===== src/rtl/uart_pkg.sv =====
// rtl/uart_pkg.sv - shared UART widths, depths and sizing helper
package uart_pkg;

  localparam int UART_DATA_W        = 8;
  localparam int UART_TX_FIFO_DEPTH = 16;
  localparam int UART_TX_LOW_WM     = 2;

  // Occupancy counters need one extra bit so that "completely full" is representable.
  function automatic int uart_level_w(input int depth);
    return $clog2(depth) + 1;
  endfunction

endpackage


===== src/rtl/uart_fifo_mem.sv =====
// rtl/uart_fifo_mem.sv - DEPTH x DATA_W register array, one write port, async read port
module uart_fifo_mem
  import uart_pkg::*;
#(
  parameter int DEPTH  = UART_TX_FIFO_DEPTH,
  parameter int DATA_W = UART_DATA_W,
  localparam int AW    = $clog2(DEPTH)
) (
  input  logic              clk,
  input  logic              wr_en,
  input  logic [AW-1:0]     wr_addr,
  input  logic [DATA_W-1:0] wr_data,
  input  logic [AW-1:0]     rd_addr,
  output logic [DATA_W-1:0] rd_data
);

  logic [DATA_W-1:0] mem [DEPTH];

  always_ff @(posedge clk) begin
    if (wr_en) begin
      mem[wr_addr] <= wr_data;
    end
  end

  assign rd_data = mem[rd_addr];

endmodule


===== src/rtl/uart_tx_fifo.sv =====
// rtl/uart_tx_fifo.sv - first-word-fall-through transmit buffer feeding the UART transmitter
module uart_tx_fifo
  import uart_pkg::*;
#(
  parameter int DEPTH  = UART_TX_FIFO_DEPTH,
  parameter int DATA_W = UART_DATA_W,
  parameter int LOW_WM = UART_TX_LOW_WM,
  localparam int AW    = $clog2(DEPTH),
  localparam int LW    = uart_level_w(DEPTH)
) (
  input  logic              clk,
  input  logic              rst,
  input  logic              flush,
  input  logic              wr_en,
  input  logic [DATA_W-1:0] wr_data,
  output logic              wr_ready,
  output logic              data_valid,
  output logic [DATA_W-1:0] data_in,
  input  logic              data_ready,
  output logic [LW-1:0]     level,
  output logic              full,
  output logic              empty,
  output logic              tx_low,
  output logic              overflow,
  input  logic              ovf_clr
);

  logic [AW-1:0] wr_ptr;
  logic [AW-1:0] rd_ptr;
  logic          push;
  logic          pop;

  // All status flags decode the registered level, so they never glitch with inputs.
  assign full       = (level == LW'(DEPTH));
  assign empty      = (level == '0);
  assign wr_ready   = !full;
  assign data_valid = !empty;
  assign tx_low     = (level <= LW'(LOW_WM));

  // A push while full is dropped even if the transmitter pops in the same cycle.
  assign push = wr_en && !full;
  assign pop  = data_valid && data_ready;

  uart_fifo_mem #(
    .DEPTH  (DEPTH),
    .DATA_W (DATA_W)
  ) u_mem (
    .clk     (clk),
    .wr_en   (push && !flush),
    .wr_addr (wr_ptr),
    .wr_data (wr_data),
    .rd_addr (rd_ptr),
    .rd_data (data_in)
  );

  always_ff @(posedge clk) begin
    if (rst) begin
      wr_ptr   <= '0;
      rd_ptr   <= '0;
      level    <= '0;
      overflow <= 1'b0;
    end else begin
      if (flush) begin
        wr_ptr <= '0;
        rd_ptr <= '0;
        level  <= '0;
      end else begin
        if (push) begin
          wr_ptr <= wr_ptr + AW'(1);
        end
        if (pop) begin
          rd_ptr <= rd_ptr + AW'(1);
        end
        case ({push, pop})
          2'b10:   level <= level + LW'(1);
          2'b01:   level <= level - LW'(1);
          default: level <= level;
        endcase
      end
      // Setting wins over clearing so a drop in the clear cycle is never lost.
      if (wr_en && full) begin
        overflow <= 1'b1;
      end else if (ovf_clr) begin
        overflow <= 1'b0;
      end
    end
  end

endmodule


===== config.mk =====
export PLATFORM = sky130hd
export DESIGN_NAME = uart_tx_fifo
export DESIGN_NICKNAME = d
export VERILOG_FILES = /design/src/rtl/uart_pkg.sv /design/src/rtl/uart_fifo_mem.sv /design/src/rtl/uart_tx_fifo.sv
export SDC_FILE = /design/constraint.sdc
export NUM_CORES = 1
export LEC_CHECK = 0
export CAP_MARGIN = 0
export CORE_ASPECT_RATIO = 0.5
export CORE_UTILIZATION = 43
export DETAILED_ROUTE_END_ITERATION = 16
export GPL_TIMING_DRIVEN = 0
export HOLD_SLACK_MARGIN = 0.06
export SLEW_MARGIN = 20
export SYNTH_ARGS = -nofsm -noshare
export SYNTH_HDL_FRONTEND = slang
export SYNTH_SLANG_ARGS = --single-unit
export TNS_END_PERCENT = 100

===== constraint.sdc =====
create_clock -name clk -period 3.07 [get_ports clk]
set_input_delay 0.614 -clock clk [delete_from_list [all_inputs] [get_ports clk]]
set_output_delay 0.614 -clock clk [all_outputs]
set_load 0.03 [all_outputs]

# == Word level (Yosys, flattened, before mapping) ==
# Memories as Yosys holds them, arrays and structs flattened. A register that Yosys moved wholly into a read port is not among the register bits.
# Cells that the tools add are included.
# op_classes
add_sub_neg,4
mul,0
div_mod_pow,0
n_lt_le_gt_ge,1
n_eq_ne,3
n_shift,0
muxes,7
bitwise_logic,0
n_reduce_logical,11
# op_table
op,n
$pmux W5 S2,1
$add A4 B1 Y4 const B,2
$mux W4,2
$add A5 B1 Y5 const B,1
$eq A5 B5 Y1 const B,1
$le A5 B2 Y1 const B,1
$logic_not A5 Y1,1
$sub A5 B1 Y5 const B,1
$logic_and A1 B1 Y1,4
$mux W1,4
$reduce_bool A2 Y1,2
$logic_not A1 Y1,3
$eq A2 B1 Y1 const B,1
$eq A2 B2 Y1 const B,1
$reduce_or A2 Y1,1
# totals
register_bits,14
latch_bits,0
ram_bits,128
rom_bits,0
inputBits,14
output_inout_bits,19
wordCells,31
n_memories,1
# mem_list
name,words,width,rd,rd_ports_with_merged_regs,wr,line,source
u_mem.mem,16,8,1,1,1,uart_fifo_mem.sv:17,logic [DATA_W-1:0] mem [DEPTH];

# == Logic depth before layout (Yosys ltp) ==
# Gate-level depths: netlist of the first run.
# logic_depth
depth_word,6
ltp_mapped,13
ltp_nobuf,11

# == By module ==
# Synthesis of the first run repeated with hierarchy kept, for this count alone.
# unflattened
hier_cells,315
area_unflattened_um2,5800.6
# by_module_without_submodules
module,n_inst,cells_per_inst,area_each_um2,seq_area_each_um2
uart_fifo_mem,1,221,4987.3,3843.7
uart_tx_fifo,1,94,813.3,280.3

# == Least setup slack after synthesis of the first run ==
# No wires, ideal clock.
# synth_path
path_kind,flip-flop to flip-flop
from,reg level[2]
to,reg level[4]
setup_ns,0.129
arrival_ns,2.697
required_ns,2.941
path_slack_ns,0.243
path_stages_with_launch,13
path_buffers,2
synth_period_minus_slack_ns,2.827
cell_sequence,dfxtp_1 buf_2 nor4_4 a21boi_1 ha_1 clkbuf_1 xor2_1 ha_1 nand2_1 a211o_1 a21oi_1 o21a_1 nor3_1
# synth_between
elab_chain_cells,5
word_cells_on_any_way,12
classes_between,add/sub: 2; eq/ne: 3; mux: 1; reduce/logical: 6
# synth_rtl
element,line,source
"start, declared",uart_tx_fifo.sv:20,"output logic [LW-1:0] level,"
"start signal, assigned",uart_tx_fifo.sv:75,2'b10: level <= level + LW'(1);
"start signal, assigned",uart_tx_fifo.sv:76,2'b01: level <= level - LW'(1);
"start signal, assigned",uart_tx_fifo.sv:77,default: level <= level;
$logic_not A5 Y1 (*),uart_tx_fifo.sv:35,assign empty = (level == '0);
$logic_not A1 Y1 (*),uart_tx_fifo.sv:37,assign data_valid = !empty;
$logic_and A1 B1 Y1 (*),uart_tx_fifo.sv:42,assign pop = data_valid && data_ready;
net pop,uart_tx_fifo.sv:31,logic pop;
$eq A2 B1 Y1 or $eq A2 B2 Y1 (tied branches),uart_tx_fifo.sv:74,"case ({push, pop})"
$pmux W5 S2 or $reduce_bool A2 Y1 (tied branches),--,
# Mark *: on every way through the listed nets, which the timed path passes. The rest lies on a longest branch.
# A chain may end at the register's enable or synchronous reset.

# == Worst setup path in the final report of the first run ==
# layout_path
from,reg level[1]
to,out full
# layout_between
elab_chain_cells,1
# layout_rtl
element,line,source
$eq A5 B5 Y1,uart_tx_fifo.sv:34,assign full = (level == LW'(DEPTH));
"end, declared",uart_tx_fifo.sv:21,"output logic full,"
# No other way between the ends.

==> impl_metrics.csv, run 1 <==
group,metric,value,unit
clocking,cts_tree,"yes",
worst_hold_path,hp-start,"rd_ptr[3]",
setup_path,ff2ff_setup_slack,0.29,ns
synth,synthTopCellsByArea,"edfxtp_1 65%, mux4_1 9.7%, mux4_2 6.8%",
drt,postRouteAntennaNets,0,
synth,synthDistinctLibCells,36,
synth,synth-adder-area-share,0.01477,
placed_design,gp_congestion,0.8740,
clocking,clkTransAtPathRegs,0.06,ns
power,vdd_drop_max,392.0,µV
worst_hold_path,hold_class,"reg2reg",
placed_design,port_buffers,32,
finish,antenna_cells,0,
die,fp-row-count,29,
die,coreArea,13060,µm²
global_routing,grt_use_total,0.1690,
clocking,h-tree-depth,4,
synth,syn_nets,330,
drt,dr_total_vias,2958,
worst_hold_path,min_path_cells,2,
synth,synth_xor_area_frac,0.01329,
clocking,clock_path_buffers,2,
power,p_int,3.553,mW
timing,tns,0,ns
die,initial_core_util,0.4540,
power,swShare,0.2089,
finish,num-fill-cells,1019,
drt,drcViolationCount,0,
setup_path,criticalPathCategory,"reg2out",
synth,yosysTopAreaCell,"edfxtp_1",
clocking,clkLatencyLatePin,0.41,ns
synth,synth_top_family_by_area,"multiplexers",
drt,first_pass_iters,4,
setup_path,crit_path_start,"level[1]",
finish,multi_input_area,1612,µm²
synth,synth-seq-area-share,0.7089,
timing,period_needed,2.981,ns
power,cellPowerDensity,636.7,nW/µm²
placed_design,postPlaceCellArea,6464,µm²
setup_path,cp.required,2.46,ns
timing,drv_slew,0,
power,p_seq_frac,0.485,
die,die_y,85.05,µm
finish,utilization,0.5399,
finish,syn2layout_area_growth,18.92,%
outcome,status,"finished clean",
synth,synth_simple_gate_area_frac,0.05633,
drt,post_drt_via_cell_ratio,5.438,
die,dieArea,14290,µm²
power,p_switching,0.9380,mW
synth,synthMuxAreaShare,0.1734,
finish,seq_area,4204,µm²
finish,finalNetCount,382,
drt,routedWlPerCell,20.40,µm
finish,post_route_cells_drive_above_1_share,0.2059,
setup_path,endpoint_kind,"output pin",
timing,worst_pin_slew,0.9701,ns
synth,yosys_warnings,0,
timing,rsz0062_at_grt,"false",
synth,syn_area,5931,µm²
synth,yosys.area.top_type_share,0.6481,
synth,syn_inst,309,
power,p_clk_frac,0.468,
setup_path,r2r-start,"level[2]",
setup_path,cp-start-kind,"flop",
timing,setup_violations,0,
timing,period_share,0.9710,
clocking,clock_sinks,146,
power,leakagePower,2.304,nW
die,io_pins,33,
timing,setup_slack,0.08895,ns
drt,detail_route.iter0.violations,207,
timing,max_slew_margin,0.3509,
global_routing,grt_pass1_vias,3047,
timing,hold_violations,0,
setup_path,crit_arrival,2.37,ns
global_routing,grt_first_pass_wirelength,17.45,mm
synth,synth_area_per_cell,19.19,µm²
setup_path,path_max_fanout,8,
placed_design,preCtsSetupSlack,-0.4149,ns
power,finalPower,4.491,mW
setup_path,ff2ff_path_depth,12,
timing,max_freq,335.5,MHz
finish,design_area,7053,µm²
clocking,numCtsBuffers,17,
power,combPwrFrac,0.047,
synth,synth-compound-area-share,0.01350,
drt,drt-total-wl,11.10,mm
job,maxCapViolations,0,
synth,ys_seq_elements,146,
clocking,root_buffer,"clkbuf_16",
global_routing,antenna_found_initial,0,
die,die_w,168.1,µm
global_routing,grt_max_degree,17,
timing,fin_skew,0.008704,ns
placed_design,dp_hpwl,7.541,mm
global_routing,overflow,0,
## power by group through the flow
stage	clock network [mW]	registers [mW]	logic [mW]
4_1_cts	2.14	2.18	0.208
5_1_grt	2.22	2.18	0.227
2_1_floorplan	0	2.22	0.117
6_report	2.10	2.18	0.211
3_3_place_gp	0	2.22	0.205
3_5_place_dp	0	2.22	0.210
## final cells by class
class	count	share of cell area
sequential	146	0.5961
multi-input combinational	142	0.2285
clock buffer	18	0.06085
timing repair buffer	34	0.04187
tap	170	0.03016
clock inverter	14	0.02537
buffer	13	0.01348
inverter	7	0.003725
## kinds of logic after synthesis
kind of cell,after synthesis
buffers and inverters,21
multiplexers,44
XOR/XNOR,9
flip-flops,146
AO/OA/AOI/OAI,11
AND/OR/NAND/NOR,71
adder cells (fa/ha/maj),7
## sequential cells by signal, indices dropped and copies added, names as in the netlist, named ones only
name / cells
u_mem.mem: 128
level: 5
rd_ptr: 4
wr_ptr: 4
overflow: 1
## worst max-delay path, stage by stage (launching register included)
cell             delay (ns)
dfxtp_1                0.32
buf_6                  0.14
nor4_4                 0.36
buf_4                  0.20
buf_4                  0.12
nand2_1                0.06
inv_1                  0.08
clkdlybuf4s50_1        0.67
## per-layer routing
layer  part of all wire  vias to the layer above  track usage
met1               0.46                     1540       0.2219
met5                  0                        -            0
li1                   -                     1347            -
met3              0.034                       11      0.04198
met4             0.0095                        0      0.05950
met2               0.50                       60       0.2788
## Yosys cell counts
library cell  number
a211o_1            1
a21boi_1           1
a21boi_2           1
a21oi_1            4
a311o_1            1
and3_1             2
and3b_1            1
buf_1              5
buf_2              1
buf_6              5
clkbuf_1           3
dfxtp_1           18
edfxtp_1         128
ha_1               7
inv_1              7
mux2_4             1
mux2i_1            3
mux4_1            22
mux4_2            18
nand2_1           15
nand2b_1           1
nand3_1            1
nand3b_1           1
nand4_1            2
nor2_1            36
nor2b_1            2
nor3_1             5
nor3b_2            1
nor4_1             1
nor4_4             1
o211ai_1           1
o21a_1             2
or2_2              1
or3_1              1
xnor2_1            3
xor2_1             6
## cell usage in the layout (no fill, tap or decap), drive strengths merged, types with 7 or more instances in the layout
cell and n:
buf 21, clkbuf 20, clkdlybuf4s50 24, dfxtp 18, edfxtp 128, ha 7
inv 11, mux4 40, nand2 15, nor2 36
## stage by stage
stage               hold WS, ns  std cells
floorplan                0.4725        309
global placement         0.4952        511
detailed placement       0.4957        511
CTS                      0.5203        543
global route             0.5505        544
finish                   0.5201        544
## final timing paths
kind,to
min,flop
min reg2reg,flop
max reg2reg,level[4]
max,full
## repair_timing
action	4_1_cts	5_1_grt
pin swaps	0	1
hold buffers	0	0
gates resized for setup	38	12
setup endpoints to repair	8	6
setup buffers	0	2
(Power assumes the default switching activity.)
==> run 2, diff against run 1 <==
--- a/config.mk
+++ b/config.mk
@@ -7,7 +7,7 @@
 export LEC_CHECK = 0
 export CAP_MARGIN = 0
 export CORE_ASPECT_RATIO = 0.5
-export CORE_UTILIZATION = 43
+export CORE_UTILIZATION = 45
 export DETAILED_ROUTE_END_ITERATION = 16
 export GPL_TIMING_DRIVEN = 0
 export HOLD_SLACK_MARGIN = 0.06
==> run 2 against run 1 <==
  * Critical path depth shrank 2
  * Sequential share of layout area about the same
  * Routed wire length shrank 1.4%
  * Non-clock buffer count did not move
  * Worst hold slack worse by 0.0053 ns
  * Global-route usage up 0.74 points
  * First-iteration DRC count is 5.8% lower
  * Die area is 4.4% lower
  * Register-to-register slack worse by 0.04 ns
  * Clock skew about the same
==> impl_metrics.csv, run 2 (synthesized netlist as in run 1, its figures left out) <==
group,metric,value,unit
outcome,status,"finished clean",
placed_design,port_buffers,32,
drt,postRouteAntennaNets,0,
finish,syn2layout_area_growth,18.84,%
clocking,clkLatencyLatePin,0.41,ns
timing,period_needed,2.959,ns
drt,dr_total_vias,2904,
job,maxCapViolations,0,
placed_design,postPlaceCellArea,6464,µm²
finish,num-fill-cells,999,
timing,hold_violations,0,
clocking,clock_path_buffers,2,
finish,largest-register,"u_mem.mem",
drt,drcViolationCount,0,
finish,largest_reg_flops,128,
global_routing,grt_use_total,0.1764,
power,leakagePower,2.301,nW
timing,fin_skew,0.008903,ns
worst_hold_path,hold_class,"reg2reg",
clocking,root_buffer,"clkbuf_16",
setup_path,criticalPathCategory,"reg2out",
clocking,h-tree-depth,4,
finish,utilization,0.5518,
drt,detail_route.iter0.violations,195,
finish,reg_top3,"u_mem.mem x128, level x5",
global_routing,antenna_found_initial,0,
die,die_y,83.18,µm
die,io_pins,33,
global_routing,overflow,0,
clocking,holdBufCountCts,0,
die,fp-row-count,29,
timing,worst_pin_slew,0.9521,ns
die,dieArea,13670,µm²
setup_path,endpoint_kind,"output pin",
setup_path,path_buf_inv,3,
power,cellPowerDensity,638.2,nW/µm²
finish,final_cell_mix,"128 x edfxtp_1, 36 x nor2_1, 24 x clkdlybuf4s50_1, 20 x mux4_1, 20 x mux4_2",
drt,drt-total-wl,10.95,mm
timing,drv_slew,0,
die,initial_core_util,0.4643,
setup_path,cp_slowest_cell,"mux4_1",
clocking,clkTransAtPathRegs,0.06,ns
drt,post_drt_via_cell_ratio,5.348,
setup_path,cp_cell_sequence,"buf_6 > buf_6 > mux4_1 > mux4_2 > buf_2",
finish,post_route_cells_drive_above_1_share,0.2038,
power,vdd_drop_max,341.7,µV
clocking,clock_sinks,146,
timing,setup_violations,0,
finish,design_area,7048,µm²
finish,layout_commonest_cell,"edfxtp_1",
finish,antenna_cells,0,
die,die_w,164.4,µm
placed_design,dp_hpwl,7.372,mm
finish,finalNetCount,382,
timing,period_share,0.9637,
setup_path,crit_path_frequent_cell,"buf_6",
drt,routedWlPerCell,20.16,µm
setup_path,cp-start-kind,"flop",
timing,max_slew_margin,0.3629,
clocking,numCtsBuffers,17,
setup_path,crit_arrival,2.34,ns
setup_path,path_max_fanout,10,
timing,fin_hold_ws,0.5148,ns
setup_path,cp_top_family,"multiplexers",
clocking,cts_tree,"yes",
placed_design,gp_congestion,0.8897,
global_routing,grt_max_degree,17,
timing,max_freq,338.0,MHz
global_routing,grt_first_pass_wirelength,17.03,mm
drt,first_pass_iters,4,
setup_path,cp.required,2.46,ns
power,finalPower,4.498,mW
die,coreArea,12770,µm²
timing,tns,0,ns
global_routing,grt_pass1_vias,3077,
setup_path,cpPeakStageDelay,0.61,ns
timing,rsz0062_at_grt,"false",
## run 2: cell types whose count changed in the layout (fill, tap and decap cells not counted)
cell	delta
clkinv_4	-2
buf_6	+1
buf_8	-1
clkbuf_1	-1
clkinvlp_4	+1
inv_6	+1
mux4_1	+1
mux4_2	-1
## run 2: path summary, 6_finish.rpt
kind	from	end	slack (ns)	depth (start not counted)
worst max register to register	level[2]	level[4]	0.25	12
worst max-delay path	flop	data_in[0]	0.11	5
worst min register to register	rd_ptr[3]	rd_ptr[3]	0.51	2
worst min-delay path	rd_ptr[3]	rd_ptr[3]	0.51	2
## run 2: power by group
| part | internal (mW) | switching [mW] |
|---|---|---|
| clock | 1.29 | 0.824 |
| combinational | 0.0917 | 0.118 |
| sequential | 2.17 | 0.00784 |
## run 2: cell type report
cell class	count	area, µm²	area share
clock buffer	17	425.4	0.06036
tap	170	212.7	0.03018
timing repair buffer	34	295.3	0.04190
inverter	7	26.28	0.003728
sequential	146	4204	0.5965
clock inverter	14	177.7	0.02521
buffer	13	91.34	0.01296
multi-input combinational	142	1615	0.2292
## run 2: timing repair
action,in CTS,in global routing
gates resized for setup,32,16
buffers inserted,0,2
endpoints found under the setup margin,9,7
cloned,0,0
pin swaps,0,1
## run 2: routing by layer
metal / wire (µm) / part of all wire / GRT usage / vias up
met2: 5281 / 0.48 / 0.2762 / 61
met4: 85 / 0.0078 / 0.05051 / 0
met5: 0 / 0 / 0 / -
met1: 5164 / 0.47 / 0.2387 / 1494
met3: 415 / 0.038 / 0.05495 / 8
li1: - / - / - / 1341
## run 2: per-stage QoR
step | std cells | worst slack (ns)
after CTS | 542 | -0.03530
after floorplan | 309 | 0.2434
after detailed placement | 511 | -0.4666
after global placement | 511 | -0.3253
final | 543 | 0.1113
after global routing | 543 | 0.001553
## run 2: worst min-delay path, cell delays in order (launching register included)
cell	delay, ns
dfxtp_1	0.33
xor2_1	0.08
nor2_1	0.07
